===== src/rtl/ma_pkg.sv =====
// Shared types and constants for the moving-average crossover signal path.
package ma_pkg;

    localparam int unsigned PRICE_W = 10;
    localparam int unsigned DIFF_W  = 12;

    typedef enum logic [1:0] {
        FLAT  = 2'b00,
        LONG  = 2'b01,
        SHORT = 2'b10
    } position_t;

    localparam logic EVT_BUY  = 1'b1;
    localparam logic EVT_SELL = 1'b0;

endpackage


===== src/rtl/ma_crossover_signal_if.sv =====
// Sample input, event output handshake and status signals of the crossover block.
interface ma_crossover_signal_if;
    import ma_pkg::*;

    logic [PRICE_W-1:0] price_in;
    logic [PRICE_W-1:0] avg_in;
    logic               in_valid;
    logic               evt_valid;
    logic               evt_type;
    logic [PRICE_W-1:0] evt_price;
    logic               evt_ready;
    logic [1:0]         position;
    logic               overflow;

    modport master (
        output price_in, avg_in, in_valid, evt_ready,
        input  evt_valid, evt_type, evt_price, position, overflow
    );

    modport slave (
        input  price_in, avg_in, in_valid, evt_ready,
        output evt_valid, evt_type, evt_price, position, overflow
    );
endinterface


===== src/rtl/ma_evt_holdreg.sv =====
// Single-entry valid/ready event register; a new event arriving while full
// and not being consumed is dropped and latches the sticky overflow flag.
module ma_evt_holdreg
    import ma_pkg::*;
(
    input  logic               clk,
    input  logic               reset,
    input  logic               load,
    input  logic               load_type,
    input  logic [PRICE_W-1:0] load_price,
    input  logic               ready,
    output logic               valid,
    output logic               evt_type,
    output logic [PRICE_W-1:0] evt_price,
    output logic               overflow
);
    logic               valid_q, valid_d;
    logic               type_q, type_d;
    logic [PRICE_W-1:0] price_q, price_d;
    logic               ovf_q, ovf_d;
    logic               consume;

    assign consume = valid_q && ready;

    always_comb begin
        valid_d = valid_q;
        type_d  = type_q;
        price_d = price_q;
        ovf_d   = ovf_q;
        if (load) begin
            if (!valid_q || consume) begin
                valid_d = 1'b1;
                type_d  = load_type;
                price_d = load_price;
            end else begin
                ovf_d = 1'b1;
            end
        end else if (consume) begin
            valid_d = 1'b0;
        end
    end

    always_ff @(posedge clk or posedge reset) begin
        if (reset) begin
            valid_q <= 1'b0;
            type_q  <= 1'b0;
            price_q <= '0;
            ovf_q   <= 1'b0;
        end else begin
            valid_q <= valid_d;
            type_q  <= type_d;
            price_q <= price_d;
            ovf_q   <= ovf_d;
        end
    end

    assign valid     = valid_q;
    assign evt_type  = type_q;
    assign evt_price = price_q;
    assign overflow  = ovf_q;
endmodule


===== src/rtl/ma_crossover_signal.sv =====
// Price-vs-average crossover detector: hysteresis classification, warm-up
// discard, confirmation counting and FLAT/LONG/SHORT position tracking.
module ma_crossover_signal
    import ma_pkg::*;
#(
    parameter int unsigned THRESH  = 8,
    parameter int unsigned CONFIRM = 2,
    parameter int unsigned WARMUP  = 5
) (
    input logic                  clk,
    input logic                  reset,
    ma_crossover_signal_if.slave bus
);
    localparam logic signed [DIFF_W-1:0] THR    = DIFF_W'(THRESH);
    localparam logic [3:0]               CONF4  = 4'(CONFIRM);
    localparam logic [7:0]               WARM8  = 8'(WARMUP);

    logic signed [DIFF_W-1:0] diff;
    logic                     above, below;
    logic [7:0]               warm_q, warm_d;
    logic [3:0]               cnt_q, cnt_d;
    logic                     dir_q, dir_d;
    position_t                pos_q, pos_d;
    logic                     fire;
    logic                     fire_type;

    assign diff  = $signed({2'b00, bus.price_in}) - $signed({2'b00, bus.avg_in});
    assign above = diff > THR;
    assign below = diff < -THR;

    always_comb begin
        warm_d    = warm_q;
        cnt_d     = cnt_q;
        dir_d     = dir_q;
        pos_d     = pos_q;
        fire      = 1'b0;
        fire_type = EVT_SELL;
        if (bus.in_valid) begin
            if (warm_q < WARM8) begin
                warm_d = warm_q + 8'd1;
            end else if (!above && !below) begin
                cnt_d = '0;
            end else if ((above && pos_q == LONG) || (below && pos_q == SHORT)) begin
                cnt_d = '0;
            end else begin
                // dir_q is meaningful only while the count is non-zero
                if (cnt_q != 4'd0 && dir_q == above) begin
                    cnt_d = (cnt_q >= CONF4) ? CONF4 : cnt_q + 4'd1;
                end else begin
                    cnt_d = 4'd1;
                    dir_d = above;
                end
                if (cnt_d >= CONF4) begin
                    cnt_d     = '0;
                    fire      = 1'b1;
                    fire_type = above ? EVT_BUY : EVT_SELL;
                    pos_d     = above ? LONG : SHORT;
                end
            end
        end
    end

    always_ff @(posedge clk or posedge reset) begin
        if (reset) begin
            warm_q <= '0;
            cnt_q  <= '0;
            dir_q  <= 1'b0;
            pos_q  <= FLAT;
        end else begin
            warm_q <= warm_d;
            cnt_q  <= cnt_d;
            dir_q  <= dir_d;
            pos_q  <= pos_d;
        end
    end

    assign bus.position = pos_q;

    ma_evt_holdreg u_holdreg (
        .clk        (clk),
        .reset      (reset),
        .load       (fire),
        .load_type  (fire_type),
        .load_price (bus.price_in),
        .ready      (bus.evt_ready),
        .valid      (bus.evt_valid),
        .evt_type   (bus.evt_type),
        .evt_price  (bus.evt_price),
        .overflow   (bus.overflow)
    );
endmodule


===== src/flat_wrapper.sv =====
// flat-port wrapper written by rule: the top's interface ports become plain ports
module ma_crossover_signal_flat import ma_pkg::*;
#(
    parameter int unsigned THRESH  = 8,
    parameter int unsigned CONFIRM = 2,
    parameter int unsigned WARMUP  = 5
)
  (clk, reset, bus_price_in, bus_avg_in, bus_in_valid, bus_evt_ready, bus_evt_valid, bus_evt_type, bus_evt_price, bus_position, bus_overflow);
  ma_crossover_signal_if bus_i ();
  input logic clk;
  input logic reset;
  input wire logic [$bits(bus_i.price_in)-1:0] bus_price_in;
  input wire logic [$bits(bus_i.avg_in)-1:0] bus_avg_in;
  input wire logic [$bits(bus_i.in_valid)-1:0] bus_in_valid;
  input wire logic [$bits(bus_i.evt_ready)-1:0] bus_evt_ready;
  output wire logic [$bits(bus_i.evt_valid)-1:0] bus_evt_valid;
  output wire logic [$bits(bus_i.evt_type)-1:0] bus_evt_type;
  output wire logic [$bits(bus_i.evt_price)-1:0] bus_evt_price;
  output wire logic [$bits(bus_i.position)-1:0] bus_position;
  output wire logic [$bits(bus_i.overflow)-1:0] bus_overflow;
  assign bus_i.price_in = bus_price_in;
  assign bus_i.avg_in = bus_avg_in;
  assign bus_i.in_valid = bus_in_valid;
  assign bus_i.evt_ready = bus_evt_ready;
  assign bus_evt_valid = bus_i.evt_valid;
  assign bus_evt_type = bus_i.evt_type;
  assign bus_evt_price = bus_i.evt_price;
  assign bus_position = bus_i.position;
  assign bus_overflow = bus_i.overflow;
  ma_crossover_signal #(.THRESH(THRESH), .CONFIRM(CONFIRM), .WARMUP(WARMUP)) u_core (.clk(clk), .reset(reset), .bus(bus_i));
endmodule

===== config.mk =====
export PLATFORM = sky130hd
export DESIGN_NAME = ma_crossover_signal_flat
export DESIGN_NICKNAME = d
export VERILOG_FILES = /design/src/rtl/ma_pkg.sv /design/src/rtl/ma_crossover_signal_if.sv /design/src/rtl/ma_evt_holdreg.sv /design/src/rtl/ma_crossover_signal.sv /design/src/flat_wrapper.sv
export SDC_FILE = /design/constraint.sdc
export NUM_CORES = 1
export LEC_CHECK = 0
export BUFFER_PORTS_ARGS = -buffer_cell sky130_fd_sc_hd__buf_4
export CAP_MARGIN = 20
export CORE_MARGIN = 2
export CORE_UTILIZATION = 49
export DETAILED_ROUTE_END_ITERATION = 10
export PLACE_DENSITY = 0.8
export SLEW_MARGIN = 20
export SYNTH_ARGS = -nofsm -noshare
export SYNTH_HDL_FRONTEND = slang
export SYNTH_HIERARCHICAL = 1
export SYNTH_SLANG_ARGS = --single-unit

===== constraint.sdc =====
create_clock -name clk -period 2.3 [get_ports clk]
set_input_delay 0.46 -clock clk [delete_from_list [all_inputs] [get_ports clk]]
set_output_delay 0.46 -clock clk [all_outputs]
set_load 0.02 [all_outputs]

# == Yosys cells after proc, flatten, opt, wreduce, memory -nomap -nowiden ==
# Cells that the tools add are included.
# totals
ff_bits,28
latch_bits,0
ramBits,0
mem_bits_ro,0
input_bits,24
out_inout_bits,15
elab_cells,68
n_memories,0
# op_classes
n_addsub,3
mul,0
div_mod_pow,0
order_cmp,5
n_eq_ne,4
n_shift,0
n_mux,24
bitwise,5
reduce_logical,19
# ops
operator,count
$mux W4,9
$mux W1,14
$gt A12 B5 Y1 const B,1
$lt A12 B4 Y1 const B,1
$sub A10 B10 Y11,1
$reduce_and A2 Y1,5
$reduce_and A5 Y1,2
$add A8 B1 Y8 const B,1
$ge A4 B2 Y1 const B,2
$lt A8 B3 Y1 const B,1
$logic_and A1 B1 Y1,5
$not A1 Y1,5
$add A4 B1 Y4 const B,1
$reduce_bool A4 Y1,1
$logic_not A1 Y1,3
$eq A2 B1 Y1 const B,1
$eq A2 B2 Y1 const B,1
$logic_or A1 B1 Y1,2
$mux W2,1
$ne A2 B2 Y1 const B,1
$reduce_bool A2 Y1,1
$eq A1 B1 Y1,1

# == Depth between registers and ports, before layout ==
# Gate-level depths: netlist (run 1).
# logic_depth
depth_word,17
depth_mapped,15
ltp_nobuf,14

# == Modules after synthesis ==
# The synthesis (run 1) kept the hierarchy.
# by_module_without_submodules
mod,instances,cells_each,area_each_um2,seq_area_each_um2
ma_crossover_signal,1,149,1320.0,375.4
ma_evt_holdreg,1,31,550.5,325.3

# == Worst setup path before layout (run 1) ==
# OpenSTA, ideal clock, no wires.
# synth_timing
kind,input port to flip-flop
from,in bus_price_in[0]
to,"reg u_core.u_holdreg.price_q[0], in the netlist u_core/u_holdreg/evt_price[0]"
setup_ps,125
arrival_ps,3180
required_time_ps,2175
slack_ps,-1006
cell_stages,15
path_buffers,1
cell_sequence,inv_1 ha_1 inv_1 fa_1 and4_1 a2111oi_1 o21ai_1 a2111oi_2 a211oi_1 and4bb_1 a21oi_2 inv_1 nand2_4 buf_12 mux2_4
# synth_between
elab_chain_cells,16
word_cells_on_any_way,23
cone_classes,1 x add/sub; 3 x order compare; 1 x eq/ne; 10 x mux; 8 x reduce/logical
# synth_rtl
item,line_no,rtl
from (decl),flat_wrapper.sv:12,input wire logic [$bits(bus_i.price_in)-1:0] bus_price_in;
$sub A10 B10 Y11 *,ma_crossover_signal.sv:27,"assign diff = $signed({2'b00, bus.price_in}) - $signed({2'b00, bus.avg_in});"
$gt A12 B5 Y1,ma_crossover_signal.sv:28,assign above = diff > THR;
$eq A1 B1 Y1,ma_crossover_signal.sv:47,if (cnt_q != 4'd0 && dir_q == above) begin
$logic_and A1 B1 Y1,ma_crossover_signal.sv:47,
$mux W4,ma_crossover_signal.sv:47,
$mux W4,ma_crossover_signal.sv:43,end else if ((above && pos_q == LONG) || (below && pos_q == SHORT)) begin
$mux W4,ma_crossover_signal.sv:41,end else if (!above && !below) begin
$mux W4,ma_crossover_signal.sv:39,if (warm_q < WARM8) begin
$mux W4,ma_crossover_signal.sv:38,if (bus.in_valid) begin
$ge A4 B2 Y1,ma_crossover_signal.sv:53,if (cnt_d >= CONF4) begin
$mux W1,ma_crossover_signal.sv:53,
$mux W1,ma_crossover_signal.sv:43,
$mux W1 *,ma_crossover_signal.sv:41,
$mux W1 *,ma_crossover_signal.sv:39,
$mux W1 *,ma_crossover_signal.sv:38,
via u_core.fire,ma_crossover_signal.sv:24,logic fire;
$reduce_and A2 Y1 (no line) *,--,
to (signal assigned),ma_evt_holdreg.sv:52,price_q <= price_d;
to (decl),ma_evt_holdreg.sv:19,"logic [PRICE_W-1:0] price_q, price_d;"
# Mark *: on every way through the listed nets, which the timed path passes. The rest lies on a longest branch. The select of a mux whose other input is x is not followed.
# A chain may end at the register's enable or synchronous reset.

# == Worst setup path in the final report (run 1) ==
# layout_timing
from,in bus_price_in[0]
to,"reg u_core.u_holdreg.price_q[9], in the netlist u_core/u_holdreg/evt_price[9]"
# The elaborated chain is that of the path after synthesis.

==> results of run 1 <==
==> timing repair <==
item | 4_1_cts | 5_1_grt
cloned | 1 | 0
setup endpoints to repair | 17 | 17
gates resized for setup | 9 | 6
pin swaps | 6 | 7
setup buffers | 4 | 3
==> power by group through the flow <==
stage	Sequential, mW	Combinational, mW	Clock [mW]
2_1_floorplan	0.911	0.592	0
3_3_place_gp	0.789	1.10	0
3_5_place_dp	0.795	1.12	0
4_1_cts	0.788	1.18	0.404
5_1_grt	0.815	1.31	0.423
6_report	0.787	1.21	0.394
==> Yosys cell counts (all sizes together) (3+ instances only) <==
cell	count
xor2	6
nor2	6
inv	23
o21ai	8
xnor2	5
and3	4
nand2	9
a211oi	4
and2	8
ha	15
a31oi	3
nor4	3
a21oi	7
nor2b	3
mux2	11
clkbuf	4
a21o	5
o21bai	4
dfrtp	28
==> worst min path at each step <==
stage | start | to | slack (ps) | cells past startpoint
global route | reset | u_core/u_holdreg/overflow$_DFFE_PP0P_ | 260 | 2
floorplan | reset | u_core/u_holdreg/evt_price[0]$_DFFE_PP0P_ | 340 | 1
finish | reset | u_core/bus.position[1]$_DFFE_PP0P_ | 210 | 2
global placement | u_core/warm_q[5]$_DFFE_PP0P_ | u_core/warm_q[5]$_DFFE_PP0P_ | 360 | 0
detailed placement | u_core/warm_q[4]$_DFFE_PP0P_ | u_core/warm_q[4]$_DFFE_PP0P_ | 360 | 0
CTS | reset | u_core/u_holdreg/overflow$_DFFE_PP0P_ | 230 | 2
==> state kept, by name, indices dropped and copies added, names as in the netlist <==
register / flops
u_core/u_holdreg/overflow: 1
u_core/dir_q: 1
u_core/warm_q: 8
u_core/cnt_q: 4
u_core/bus.position: 2
u_core/u_holdreg/evt_price: 10
u_core/u_holdreg/evt_type: 1
u_core/u_holdreg/valid: 1
==> final cells by class <==
| type | instances | area, µm² |
|---|---|---|
| Clock buffer | 3 | 41.29 |
| Tap cell | 48 | 60.06 |
| Clock inverter | 1 | 30.03 |
| Fill cell | 263 | 1010 |
| Inverter | 23 | 98.84 |
| Timing Repair Buffer | 70 | 538.0 |
| Multi-Input combinational cell | 125 | 1182 |
| Sequential cell | 28 | 700.7 |
==> layout by cell type (no fill, tap or decap), types with 2 or more instances in the layout <==
master	count
ha_1	14
inv_1	19
a41o_1	2
a21oi_1	4
and3_1	4
nor2_1	6
clkbuf_8	3
nand2_1	8
o21ai_0	4
a2111oi_4	2
mux2_4	11
and2_1	8
a21oi_2	3
a221oi_2	2
xor2_1	6
dfrtp_1	28
nand3_1	2
inv_2	3
nor2b_1	3
a31oi_1	3
or2_1	2
a21o_1	5
buf_4	69
o21bai_1	3
a211oi_4	2
xnor2_1	5
o21ai_2	3
nor4_1	2
==> metal layers <==
metal,share of wire (%),routed length (µm)
met1,44,1806
met2,51,2092
met3,3.8,156
met4,1.1,46
met5,0,0
==> critical path, delay by kind of cell <==
| kind | cells | cell delay (ps) |
|---|---|---|
| xor+xnor | 1 | 160 |
| buf+inv | 5 | 450 |
| compound gates | 4 | 530 |
| mux | 1 | 310 |
| fa+ha+maj | 2 | 500 |
| simple gates | 3 | 620 |
==> metrics by stage <==
step	setup slack [ps]	TNS (ps)	area [µm²]	utilization [%]
after floorplan	-708.2	-9236	1927	-
after global placement	-901.3	-12810	2447	66.85
after detailed placement	-993.9	-14150	2447	66.85
after CTS	-502.0	-6887	2614	71.39
after global routing	-675.0	-9881	2651	72.42
final	-553.1	-7811	2651	72.42
==> cell families after synthesis <==
family / share of synthesized area [%]
fa+ha+maj: 11.10
mux: 8.629
buf+inv: 6.488
xor+xnor: 5.150
compound gates: 17.26
simple gates: 13.91
flops: 37.46
==> metrics.txt, run 1 <==
Synth warnings=6; initial core utilization=51.09%; Slew HR=65.04%; Syn Inst Count=180; Setup WS post-layout=-553.1 ps; Setup Crit Path Kind=input pin to register; switching power of the nets=0.8653 mW; via count=1534; max cap viols=0; Post-Route WL=4101 µm; Worst-path clk slew=100 ps; H-Tree Depth=1; Finished Layout Cells=298; min cycle time layout=2853 ps; Ant. Diodes=0; DP HPWL=2950 µm; Slew @ Worst Pin=523.8 ps; number of global-route vias before repair=1603; Mapped Area=0.001871 mm²; worst hold path type=input pin to asynchronous set/reset pin; Inst Count DP=289; Peak Freq=350.5 MHz; Die ar.=0.004328 mm²; Lkg Pwr=1.376 nW; cell depth of the worst flop-to-flop path=9; GRT overflow=0; CTS tree=built; Worst Setup EP=u_core/u_holdreg/evt_price[9]$_DFFE_PP0P_; first-pass GRT wire length=7038 µm; Pint=1.522 mW; Power, Total=2.387 mW; TritonRoute pass-1 iters=4; critical path endpoint category=register; top_reg_cell synth=dfrtp_1; synth unique cells=44; CTS root buf=clkbuf_8; crit path DAT=3030 ps; M3 GR Usage=3.237%; CTS Sinks=28; failing checks=setup timing; Row Count=22; Post-Syn Area per Cell=10.39 µm²; antenna viol nets, final=0; antenna violations before repair=0; crit path launch=bus_price_in[0]; initial DRC count=69; CTS hold repair buffers=0; startpoint class of the critical path=input pin; GRT Total Usage=20.77%; Max Root-Sink Buffers=2; async set-or-reset flop fraction in the synthesized netlist=100.0%; die width=65.79 µm; clk_skew=5.613 ps; combinational power share=50.5%; Flop pwr share=33.0%; grt met2 use=39.27%; CP max stage delay=380 ps; nets=291; Via density=5.148; cell taking the most area after synthesis=dfrtp_1; routed len/inst=13.76 µm; Worst VDD drop=0.6946 mV; Mapped Nets=220; GR peak layer=met2; flop-to-flop setup slack=-50 ps; met1 usage=24.92%; Final setup viols=17; IO buf count=38; status=finished, violations left; unrepaired setup endpoints after global routing=true; Final Max Slew Viols=0; largest net degree at the start of global routing=17; required time worst endpoint=2480 ps; Worst R2R Start=u_core/warm_q[7]$_DFFE_PP0P_; fin crit share=124.0%; Yosys reg bits=28; Die Ht=65.79 µm; largest fanout on the critical path=5; CP max stage cell=fa_2; pwr dens=900.3 mW/mm²; sw frac=36.25%; layout cell share with drive strength beyond 1=44.40%; Seq/Total Area, Yosys=37.46%; number of flops mapped to enable cells by yosys=0; Worst-Skew Late Latency=280 ps; synth top area cells=dfrtp_1 37%, ha_1 10%, mux2_4 8.0%; final hold vios=0; Synth-to-Final Area Change=41.74%; clock share of power=16.5%; CTS buffer count=3; worst reg2reg path endpoint=u_core/u_holdreg/evt_price[9]$_DFFE_PP0P_; Fin Hold WS=208.3 ps; crit-path cells=buf_12 > inv_12 > ha_4 > inv_2 > fa_2 > and4_4 > a211oi_4 > buf_4 > o21ai_2 > xor2_1 > nor4_2 > a21oi_2 > a21oi_2 > inv_2 > nand2_4 > mux2_4; Core Box Area=0.003661 mm²; Final GP Congestion=0.8612; share of the synthesized area in the top cell type=37.46%; io pins=39; Post-route DRC=0
No activity file was read; power rests on OpenSTA's default activity.
==> run 2, diff against run 1 <==
==> constraint.sdc (replaced) <==
create_clock -name clk -period 2.3 [get_ports clk]
set_input_delay 0.46 -clock clk [delete_from_list [all_inputs] [get_ports clk]]
set_output_delay 0.46 -clock clk [all_outputs]
set_load 0.1 [all_outputs]
==> metrics.txt, run 2 (synthesis gave the netlist of run 1 again) <==
status=finished, violations left; failing checks=setup timing; worst hold path type=input pin to asynchronous set/reset pin; routed len/inst=14.16 µm (+2.9%); Core Box Area=0.003661 mm² (unchanged); pre-CTS setup slack=-979.7 ps (+14.16 ps); via count=1505 (-1.9%); Worst-path clk slew=100 ps (about the same); die width=65.79 µm (unchanged); Peak Freq=361.6 MHz (+3.2%); final core occ=71.94% (-0.48 points); Final GP Congestion=0.8077 (-6.2%); io pins=39 (unchanged); final hold vios=0 (unchanged); Synth-to-Final Area Change=40.80%; TritonRoute pass-1 iters=4 (unchanged); required time worst endpoint=2480 ps (about the same); Die Ht=65.79 µm (unchanged); Setup Crit Path Kind=input pin to register; CTS Sinks=28 (unchanged); Final setup viols=17 (unchanged); CTS tree=built; Post-route DRC=0 (unchanged); max cap viols=0 (unchanged); Pint=1.520 mW (-0.13%); Via density=5.102 (-0.89%); clock share of power=12.9% (-3.6 points); number of global-route vias before repair=1600 (-0.19%); fin crit share=120.2% (-3.8 points); GRT Total Usage=20.81% (+0.036 points); antenna viol nets, final=0 (unchanged); Lkg Pwr=1.362 nW (-1.1%); Slew HR=62.51% (-2.5 points); Worst-Skew Late Latency=280 ps (about the same); # fillers=280 (+6.5%); IO buf count=38 (unchanged); min cycle time layout=2765 ps (-87.96 ps); most frequent cells in the layout=66 x buf_4, 28 x dfrtp_1, 19 x inv_1; largest net degree at the start of global routing=17 (unchanged); Flop pwr share=25.5% (-7.5 points); initial core utilization=51.09% (unchanged); Slew @ Worst Pin=561.8 ps (+37.92 ps); Row Count=22 (unchanged); unrepaired setup endpoints after global routing=true; Ant. Diodes=0 (unchanged); startpoint class of the critical path=input pin; setup_tns=-6404 ps (+1407 ps); critical path endpoint category=register; largest fanout on the critical path=6 (+1); most common cell after layout, fill and taps aside=buf_4; pwr dens=1171 mW/mm² (+30%); H-Tree Depth=1 (unchanged); combinational power share=61.6% (+11 points); Max Root-Sink Buffers=2 (unchanged); initial DRC count=69 (unchanged); antenna violations before repair=0 (unchanged); Worst VDD drop=0.8094 mV (+17%); Die ar.=0.004328 mm² (unchanged); Post-Route WL=4178 µm (+1.9%); CTS buffer count=3 (unchanged); sw frac=50.72% (+14 points); clk_skew=4.791 ps (-0.8223 ps); nets=288 (-1.0%); CTS root buf=clkbuf_8; crit path DAT=2940 ps (-90 ps); GRT overflow=0 (unchanged); switching power of the nets=1.564 mW (+81%); Largest register FFs=10 (unchanged); Final Max Slew Viols=0 (unchanged); first-pass GRT wire length=6913 µm (-1.8%); sequential standard cell area=700.7 µm² (unchanged); layout cell share with drive strength beyond 1=44.13% (-0.27 points); DP HPWL=3049 µm (+3.3%); Setup WS post-layout=-465.2 ps (+87.96 ps); area of the multi-input gates=0.001187 mm² (+0.42%)
-- run 2: changes by cell type in the layout (fill, tap and decap cells not counted), sizes merged --
cell | previous run | this run
buf | 70 | 67
-- run 2: area by class of cell --
type / instances / area share (%)
Inverter: 23 / 3.753
Multi-Input combinational cell: 125 / 45.08
Timing Repair Buffer: 67 / 19.57
Clock buffer: 3 / 1.568
Tap cell: 48 / 2.280
Sequential cell: 28 / 26.60
Clock inverter: 1 / 1.140
-- run 2: worst paths after layout --
check	slack, ps	startpoint	endpoint	cells past startpoint
setup / recovery	-470	bus_price_in[0]	u_core/u_holdreg/evt_price[3]$_DFFE_PP0P_	15
hold / removal	200	reset	u_core/u_holdreg/evt_price[3]$_DFFE_PP0P_	2
setup reg to reg	-20	u_core/warm_q[7]$_DFFE_PP0P_	u_core/u_holdreg/evt_price[3]$_DFFE_PP0P_	9
hold reg to reg	380	u_core/warm_q[5]$_DFFE_PP0P_	u_core/warm_q[5]$_DFFE_PP0P_	0
max in group asynchronous	1700	reset	u_core/bus.position[0]$_DFFE_PP0P_	2
min in group clk	380	u_core/warm_q[5]$_DFFE_PP0P_	u_core/warm_q[5]$_DFFE_PP0P_	0
-- run 2: routing by layer --
| metal | up-vias | GRT usage, % | routed length, µm | share of wire, % |
|---|---|---|---|---|
| li1 | 758 | - | - | - |
| met1 | 713 | 24.27 | 1804 | 43 |
| met2 | 29 | 38.76 | 2186 | 52 |
| met3 | 5 | 3.237 | 151 | 3.6 |
| met4 | 0 | 6.250 | 36 | 0.86 |
| met5 | - | 0 | 0 | 0 |
-- run 2: power groups by stage --
stage                     Combinational [mW]  Sequential (mW)  Clock [mW]
after floorplan                        0.597             1.60           0
after global placement                  1.80            0.789           0
after detailed placement                1.82            0.792           0
after CTS                               1.88            0.781       0.405
after global routing                    2.00            0.809       0.422
final                                   1.90            0.786       0.399
-- run 2: critical path, stage by stage --
cell       delay [ps]
buf_12            110
inv_12             40
ha_4              120
inv_2              30
fa_2              340
and4_4            180
a2111oi_4         210
o21ai_2           120
a21o_1            210
a41o_1            230
and4bb_1          270
a21oi_2            50
inv_2             140
nand2_8           100
mux2_4            320
-- run 2: repair_timing --
item                       in CTS  in global routing
pin swaps                      13                 10
setup endpoints to repair      17                 17
resized for setup              13                  5
setup buffers                   7                  1
cloned                          1                  0
hold buffers                    0                  0
-- run 2: per-stage QoR --
step / cells / area, µm² / power, mW / hold slack, ps
after global routing: 295 / 2634 / 3.232 / 232.1
after CTS: 296 / 2618 / 3.067 / 212.2
after floorplan: 180 / 1927 / 2.194 / 337.0
final: 295 / 2634 / 3.084 / 196.2
after detailed placement: 285 / 2417 / 2.612 / 364.8
after global placement: 285 / 2417 / 2.592 / 359.3
==> run 3, diff against run 2 <==
--- a/config.mk
+++ b/config.mk
@@ -9,7 +9,7 @@
 export CAP_MARGIN = 20
 export CORE_MARGIN = 2
-export CORE_UTILIZATION = 49
+export CORE_UTILIZATION = 30
 export DETAILED_ROUTE_END_ITERATION = 10
-export PLACE_DENSITY = 0.8
+export PLACE_DENSITY = 0.55
 export SLEW_MARGIN = 20
 export SYNTH_ARGS = -nofsm -noshare
==> constraint.sdc (replaced) <==
create_clock -name clk -period 2.3 [get_ports clk]
set_input_delay 0.115 -clock clk [delete_from_list [all_inputs] [get_ports clk]]
set_output_delay 0.115 -clock clk [all_outputs]
set_load 0.1 [all_outputs]
==> metrics.txt, run 3 (synthesis gave the netlist of run 1 again) <==
layout cell share with drive strength beyond 1=43.08% (-1.0 points); worst hold path type=input pin to register; failing checks=setup timing; Fin Hold WS=67.74 ps (-128.4 ps); Worst-Skew Late Latency=280 ps (about the same); Post-Route WL=4114 µm (-1.5%); routed len/inst=12.54 µm (-11%); Die Ht=82.96 µm (+26%); pwr dens=1148 mW/mm² (-1.9%); kind of cell adding the most delay to the critical path=simple AND/OR/NAND/NOR gates; Worst-path clk slew=100 ps (about the same); Pint=1.533 mW (+0.90%); WP buf/inv=5 (+1); Post-route DRC=0 (unchanged); initial core utilization=31.22% (-20 points); first-pass GRT wire length=7176 µm (+3.8%); via count=1540 (+2.3%); Setup WS post-layout=-181.7 ps (+283.5 ps); Final setup viols=11 (-6); Largest register FFs=10 (unchanged); met2 WL=1891 µm (-13%); setup_tns=-1804 ps (+4600 ps); Row Count=28 (+27%); met3 routed WL=164 µm (+8.6%); Via density=4.695 (-8.0%); final hold vios=0 (unchanged); max cap viols=0 (unchanged); Slew HR=60.67% (-1.8 points); Peak Freq=403.0 MHz (+11%); crit-path cells=buf_12 > inv_12 > ha_4 > inv_2 > fa_2 > buf_4 > a31oi_1 > xor2_1 > nor4_1 > a41o_1 > and4bb_1 > a21oi_2 > inv_2 > nand2_4 > mux2_4; unrepaired setup endpoints after global routing=true; clock share of power=12.7% (-0.2 points); critical path endpoint category=register; nets=294 (+2.1%); sequential standard cell area=700.7 µm² (unchanged); switching power of the nets=1.543 mW (-1.4%); crit path DAT=2660 ps (-280 ps); sw frac=50.15% (-0.57 points); CTS root buf=clkbuf_8; Most common cell on crit path=inv_2; Synth-to-Final Area Change=43.21%; Worst VDD drop=0.9643 mV (+19%); H-Tree Depth=1 (unchanged); CTS buffer count=3 (unchanged); IO buf count=38 (unchanged); CP max stage delay=370 ps (+30 ps); largest fanout on the critical path=5 (-1); startpoint class of the critical path=input pin; Final Max Slew Viols=0 (unchanged); Max Root-Sink Buffers=2 (unchanged); initial DRC count=29 (-58%); DR top layer=met4; most frequent cells in the layout=71 x buf_4, 28 x dfrtp_1, 20 x inv_1; metal1 wirelength=2021 µm (+12%); # fillers=576 (+110%); io pins=39 (unchanged); CP max stage cell=nor4_1; Setup Crit Path Kind=input pin to register; DP HPWL=3355 µm (+10%); fin crit share=107.9% (-12 points); Flop pwr share=25.6% (about the same); CTS Sinks=28 (unchanged); Lkg Pwr=1.386 nW (+1.8%); GRT overflow=0 (unchanged); Ant. Diodes=0 (unchanged); TritonRoute pass-1 iters=4 (unchanged); status=finished, violations left; antenna violations before repair=0 (unchanged); Final GP Congestion=0.8277 (+2.5%); required time worst endpoint=2480 ps (about the same); Core Box Area=0.005991 mm² (+64%); die width=82.96 µm (+26%); clk_skew=10.07 ps (+5.283 ps); Die ar.=0.006882 mm² (+59%); most common cell after layout, fill and taps aside=buf_4; GRT Total Usage=12.44% (-8.4 points); area of the multi-input gates=0.001151 mm² (-3.1%); combinational power share=61.8% (+0.2 points); Slew @ Worst Pin=589.3 ps (+27.52 ps); final core occ=44.72% (-27 points); min cycle time layout=2482 ps (-283.5 ps); number of global-route vias before repair=1544 (-3.5%); CTS tree=built; antenna viol nets, final=0 (unchanged); largest net degree at the start of global routing=17 (unchanged)
==> run 3: what timing repair did <==
action	4_1_cts	5_1_grt
setup endpoints to repair	15	16
setup buffers	2	2
pin swaps	9	11
endpoints found under the hold margin	28	0
gates cloned	1	0
resized for setup	7	6
hold buffers	1	0
==> run 3: routing by layer <==
| layer | vias up | track usage, % |
|---|---|---|
| li1 | 782 | - |
| met1 | 728 | 16.94 |
| met2 | 27 | 20.16 |
| met3 | 3 | 2.684 |
| met4 | 0 | 2.981 |
| met5 | - | 0 |
==> run 3: final cells by class <==
cell class                      count  area share, %
Multi-Input combinational cell    125          42.97
Sequential cell                    28          26.16
Timing Repair Buffer               73          21.02
Inverter                           23          3.690
Tap cell                           75          3.503
Clock buffer                        3          1.541
Clock inverter                      1          1.121
==> run 3: worst register-to-register path, delay by kind of cell, from the launching register on <==
family                   cells  cell delay [ps]
AO/OA/AOI/OAI                2              340
adder cells (fa/ha/maj)      1              270
buffers and inverters        2              180
flip-flops                   1              450
multiplexers                 1              310
AND/OR/NAND/NOR              4              750
==> run 3: path summary, 6_finish.rpt <==
path | startpoint | endpoint | slack, ps | depth (start not counted)
max | bus_price_in[0] | u_core/u_holdreg/evt_price[9]$_DFFE_PP0P_ | -180 | 15
min | bus_price_in[7] | u_core/u_holdreg/evt_price[7]$_DFFE_PP0P_ | 70 | 2
max reg2reg | u_core/cnt_q[1]$_DFFE_PP0P_ | u_core/u_holdreg/evt_price[9]$_DFFE_PP0P_ | -80 | 10
min reg2reg | u_core/warm_q[7]$_DFFE_PP0P_ | u_core/warm_q[7]$_DFFE_PP0P_ | 380 | 0
max in group asynchronous | reset | u_core/cnt_q[3]$_DFFE_PP0P_ | 1450 | 3
min in group asynchronous | reset | u_core/u_holdreg/overflow$_DFFE_PP0P_ | 420 | 3
==> run 3: through the flow <==
stage	cell area, µm²	total power [mW]	setup slack (ps)	instances
final	2679	3.076	-181.7	328
after global routing	2679	3.245	-294.7	328
after CTS	2624	3.083	-225.2	326
after detailed placement	2487	2.650	-720.0	319
after global placement	2487	2.639	-670.4	319
after floorplan	1911	2.180	-361.5	180
==> run 3: power groups by stage <==
stage                     clock network (mW)  logic [mW]  registers (mW)
after floorplan                            0       0.583            1.60
after CTS                              0.406        1.89           0.789
after global routing                   0.422        2.01           0.815
after detailed placement                   0        1.85           0.797
final                                  0.389        1.90           0.787
after global placement                     0        1.84           0.797
